**src/rtl/alu_op_sequencer.sv**
```systemverilog
// Round-robin two-requester sequencer in front of the shared ALU slices.
// Issues one latched operation, waits ALU_LAT cycles, returns the result with a done pulse.
module alu_op_sequencer #(
    parameter int unsigned DW      = 3,
    parameter int unsigned RW      = 6,
    parameter int unsigned ALU_LAT = 1
) (
    input  logic          clk,
    input  logic          rst_n,
    input  logic          req0,
    input  logic          req1,
    input  logic [1:0]    op0,
    input  logic [1:0]    op1,
    input  logic [DW-1:0] a0,
    input  logic [DW-1:0] b0,
    input  logic [DW-1:0] a1,
    input  logic [DW-1:0] b1,
    output logic          gnt0,
    output logic          gnt1,
    output logic          alu_en,
    output logic [1:0]    alu_op,
    output logic [DW-1:0] alu_a,
    output logic [DW-1:0] alu_b,
    input  logic [RW-1:0] alu_dout,
    output logic          done,
    output logic          done_id,
    output logic [RW-1:0] dout,
    output logic          busy
);

    localparam int unsigned CW = 3;

    typedef enum logic [1:0] {StIdle, StIssue, StWait, StDone} state_e;

    state_e        state_q, state_d;
    logic          sel_id_q, sel_id_d;
    logic          last_id_q, last_id_d;
    logic [CW-1:0] lat_cnt_q, lat_cnt_d;
    logic [1:0]    op_q, op_d;
    logic [DW-1:0] a_q, a_d, b_q, b_d;
    logic [RW-1:0] dout_q, dout_d;
    logic          done_id_q, done_id_d;
    logic          gnt0_q, gnt1_q, alu_en_q, done_q, busy_q;
    logic          pick;

    // Lone requester wins outright; on contention the one not served last wins.
    assign pick = req1 & (~req0 | ~last_id_q);

    always_comb begin
        state_d   = state_q;
        sel_id_d  = sel_id_q;
        last_id_d = last_id_q;
        lat_cnt_d = lat_cnt_q;
        op_d      = op_q;
        a_d       = a_q;
        b_d       = b_q;
        dout_d    = dout_q;
        done_id_d = done_id_q;
        unique case (state_q)
            StIdle: begin
                if (req0 || req1) begin
                    sel_id_d  = pick;
                    last_id_d = pick;
                    op_d      = pick ? op1 : op0;
                    a_d       = pick ? a1 : a0;
                    b_d       = pick ? b1 : b0;
                    lat_cnt_d = CW'(ALU_LAT);
                    state_d   = StIssue;
                end
            end
            StIssue: state_d = StWait;
            StWait: begin
                lat_cnt_d = lat_cnt_q - CW'(1);
                if (lat_cnt_q == CW'(1)) begin
                    dout_d    = alu_dout;
                    done_id_d = sel_id_q;
                    state_d   = StDone;
                end
            end
            StDone: state_d = StIdle;
        endcase
    end

    // Strobes are registered from the next state so they are glitch-free.
    always_ff @(posedge clk or negedge rst_n) begin
        if (!rst_n) begin
            state_q   <= StIdle;
            sel_id_q  <= 1'b0;
            last_id_q <= 1'b1;
            lat_cnt_q <= '0;
            op_q      <= '0;
            a_q       <= '0;
            b_q       <= '0;
            dout_q    <= '0;
            done_id_q <= 1'b0;
            gnt0_q    <= 1'b0;
            gnt1_q    <= 1'b0;
            alu_en_q  <= 1'b0;
            done_q    <= 1'b0;
            busy_q    <= 1'b0;
        end else begin
            state_q   <= state_d;
            sel_id_q  <= sel_id_d;
            last_id_q <= last_id_d;
            lat_cnt_q <= lat_cnt_d;
            op_q      <= op_d;
            a_q       <= a_d;
            b_q       <= b_d;
            dout_q    <= dout_d;
            done_id_q <= done_id_d;
            gnt0_q    <= (state_d == StIssue) && !sel_id_d;
            gnt1_q    <= (state_d == StIssue) && sel_id_d;
            alu_en_q  <= (state_d == StIssue);
            done_q    <= (state_d == StDone);
            busy_q    <= (state_d != StIdle);
        end
    end

    assign gnt0    = gnt0_q;
    assign gnt1    = gnt1_q;
    assign alu_en  = alu_en_q;
    assign alu_op  = op_q;
    assign alu_a   = a_q;
    assign alu_b   = b_q;
    assign done    = done_q;
    assign done_id = done_id_q;
    assign dout    = dout_q;
    assign busy    = busy_q;

endmodule

```
**config.mk**
```make
export PLATFORM = sky130hd
export DESIGN_NAME = alu_op_sequencer
export DESIGN_NICKNAME = d
export VERILOG_FILES = /design/src/rtl/alu_op_sequencer.sv
export SDC_FILE = /design/constraint.sdc
export NUM_CORES = 1
export LEC_CHECK = 0
export CAP_MARGIN = 30
export CORE_UTILIZATION = 39
export DETAILED_ROUTE_END_ITERATION = 12
export PLACE_DENSITY_LB_ADDON = 0.08
export SKIP_CTS_REPAIR_TIMING = 1
export SLEW_MARGIN = 20
export SYNTH_ARGS = -nofsm -noshare
export SYNTH_HDL_FRONTEND = slang
export SYNTH_SLANG_ARGS = --single-unit
```
**constraint.sdc**
```tcl
create_clock -name clk -period 1.64 [get_ports clk]
set_input_delay 0.164 -clock clk [delete_from_list [all_inputs] [get_ports clk]]
set_output_delay 0.164 -clock clk [all_outputs]
set_load 0.02 [all_outputs]
```
==> flow_metrics.py <==
metrics = {
    "yosys": {
        "synth_compound_area_frac": 0.141,
        "synth_top_family_by_area": "simple AND/OR/NAND/NOR gates",
        "syn_inst": 112,
        "yosys_register_bits": 27,
        "muxShareOfSynthArea": 0.0646,
        "syn_area_sq_um": 1220,
        "synth_seq_area_share": 0.555,
        "synthSimpleGateAreaFrac": 0.143,
        "synth.area.top_cells": "dfrtp_1, mux2_2, nand2_1",
        "syn-num-nets": 143,
        "yosysTopAreaCell": "dfrtp_1",
        "synth-main-ff-cell": "dfrtp_1",
        "synthAdderAreaFrac": 0.0513,
        "avgSynthCellArea_sq_um": 10.9,
        "yosysWarnings": 0,
        "yosysTopAreaCellShare": 0.533,
        "async_flop_share": 1.00,
        "ys_types": 29,
        "synth-edff-count": 0,
        "synth_xor_area_frac": 0,
    },
    "power": {
        "sw_frac_of_total": 0.389,
        "pwr-share-comb": 0.562,
        "power_mw": 3.35,
        "powerDensity_nw_per_um2": 1890,
        "p_int_mw": 2.05,
        "p_leak_nw": 0.768,
        "switchingPower_mw": 1.31,
        "clockPowerShare": 0.087,
        "irDropWorstVdd_mv": 0.785,
        "seqPwrFrac": 0.351,
    },
    "run_status": {
        "outcome": "complete, but fails checks",
        "failed_checks": "DRC",
    },
    "cts": {
        "clk_pin_slew_ns": 0.16,
        "cts_buffers": 3,
        "clock_path_buffers": 2,
        "cts-root-buf": "clkbuf_4",
        "worstSkewPairLatency_ns": 0.32,
        "cts_sinks": 27,
        "htreeDepth": 1,
        "cts_tree": "done",
    },
    "drt": {
        "avgRoutedWirePerCell_um": 12.5,
        "drt_wl_total_mm": 2.43,
        "dr.first_iter.drc_count": 28,
        "drt_pass1_iterations": 8,
        "num_vias": 971,
        "drtAntennaViolNets": 0,
        "drc": 4,
        "via_per_inst": 5.01,
    },
    "timing": {
        "setup_violations": 0,
        "rsz0062_at_grt": "no",
        "timing.final.hold_violations": 0,
        "fin_worst_skew_ns": 0.0120,
        "max-slew-margin-rel": 0.756,
        "period_share": 0.957,
        "fmax_ghz": 0.637,
        "drv_slew": 0,
        "tightest_slew_ns": 0.364,
        "period_minus_slack_ns": 1.57,
    },
    "die": {
        "rows": 19,
        "die_h_um": 57.9,
        "coreArea_sq_um": 2850,
        "die_area_sq_um": 3360,
        "die_w_um": 57.9,
        "initial_core_util": 0.428,
        "pin_count": 46,
    },
    "critical_path": {
        "critPathMaxFanout": 4,
        "r2r_slack_ns": 0.07,
        "rr_endpoint": "lat_cnt_q[2]",
        "required_ns": 1.86,
        "r2r-start": "state_q[0]",
        "startpoint_type": "flip-flop",
        "crit_type": "flip-flop to flip-flop",
        "r2r_cells": 4,
        "arrival_ns": 1.79,
        "endpoint_kind": "flip-flop",
    },
    "placed_design": {
        "dpl_cell_area_sq_um": 1730,
        "gp_congestion": 0.811,
        "hpwl_mm": 1.87,
        "port-buffer-count": 45,
    },
    "final_layout": {
        "design_area_sq_um": 1770,
        "fin_util": 0.621,
        "diodes": 0,
        "areaGrowthSynthToFinish_pct": 45.1,
        "nets": 195,
        "drive_gt1_frac": 0.166,
    },
    "grt": {
        "grt_use_total": 0.165,
        "grt_max_degree": 28,
        "grt.overflow.total": 0,
        "grt_pass1_vias": 979,
        "grt_pass1_wl_mm": 4.17,
        "antenna_found_initial": 0,
    },
    "flow_run": {
        "maxCapViolCount": 0,
    },
    "worst_hold_path": {
        "hold_path_class": "input pin to asynchronous set/reset pin",
    },
}
[power by group through the flow]
stage               Sequential, mW  Clock [mW]  Combinational (mW)
global route                  1.22       0.330                2.05
floorplan                     1.45           0               0.840
global placement              1.17           0                1.85
finish                        1.17       0.292                1.88
CTS                           1.18       0.306                1.88
detailed placement            1.19           0                1.88
[per-layer routing]
layer / part of all wire / track usage
met1: 0.43 / 0.193
met2: 0.51 / 0.294
met3: 0.056 / 0.0290
met4: 0.013 / 0.0748
met5: 0 / 0
[registers in the layout (all words and copies together) (netlist names)]
signal,count
gnt0,1
done_id,1
gnt1,1
alu_b,3
alu_a,3
sel_id_q,1
last_id_q,1
alu_op,2
busy,1
dout,6
done,1
state_q,2
lat_cnt_q,3
alu_en,1
[worst max-delay path: stages, from the launching register on]
cell     delay [ns]
dfrtp_1        0.45
inv_2          0.09
ha_2           0.20
or3b_1         0.39
a221o_1        0.33
[layout make-up]
| cell class | count | area (sq um) |
|---|---|---|
| clock buffer | 3 | 22.5 |
| clock inverter | 1 | 7.51 |
| fill | 254 | 1080 |
| inverter | 7 | 26.3 |
| multi-input combinational | 73 | 495 |
| sequential | 27 | 677 |
| tap | 31 | 38.8 |
| timing repair buffer | 52 | 503 |
[cells in the mapped netlist (2+ instances only)]
cell type  count
nand2_1       20
o21a_1         2
ha_1           5
inv_1          6
mux2_2         7
o21ai_0        2
a31oi_1        9
buf_2          3
nand3b_1       2
dfrtp_1       26
nor2_1        12
[worst max path at each step]
stage / endpoint / cells past startpoint / slack, ns / start
floorplan: lat_cnt_q[2] / 5 / 0.06 / state_q[0]
global placement: gnt0 / 6 / 0.04 / state_q[0]
detailed placement: alu_op[1] / 5 / -0.003 / req0
CTS: gnt0 / 6 / -0.04 / state_q[0]
global route: lat_cnt_q[2] / 4 / 0.02 / state_q[0]
finish: lat_cnt_q[2] / 4 / 0.07 / state_q[0]
[kinds of logic after synthesis]
group | after synthesis
AND/OR/NAND/NOR | 40
flip-flops | 27
AO/OA/AOI/OAI | 21
buffers and inverters | 12
multiplexers | 7
adder cells (fa/ha/maj) | 5
[layout by cell type, fill, tap and decap left out]
master	n
nand2_1	20
or3_1	1
a22o_1	1
dfstp_2	1
a32o_1	1
nor3b_2	1
nor2_1	12
a221o_1	1
clkdlybuf4s50_1	45
inv_2	2
o32ai_4	1
nand3_1	1
dfrtp_1	26
clkinvlp_4	1
inv_1	5
ha_2	1
mux2_2	7
a21bo_2	1
o21a_1	1
o21a_2	1
buf_4	7
o21ai_0	2
a21oi_1	1
o211ai_1	1
nor3_1	1
a31oi_1	9
clkbuf_4	3
a21boi_2	1
ha_1	4
or3b_1	1
nand3b_1	2
and3_1	1
[stage by stage]
stage | TNS, ns | hold WS, ns | instances | setup slack (ns)
6_report | 0 | 0.191 | 194 | 0.0704
5_1_grt | 0 | 0.210 | 194 | 0.0184
4_1_cts | -0.104 | 0.202 | 194 | -0.0404
3_5_place_dp | -0.00304 | 0.492 | 190 | -0.00304
3_3_place_gp | 0 | 0.480 | 190 | 0.0427
2_1_floorplan | 0 | -0.132 | 112 | 0.0589
No activity file was read; power rests on OpenSTA's default activity.
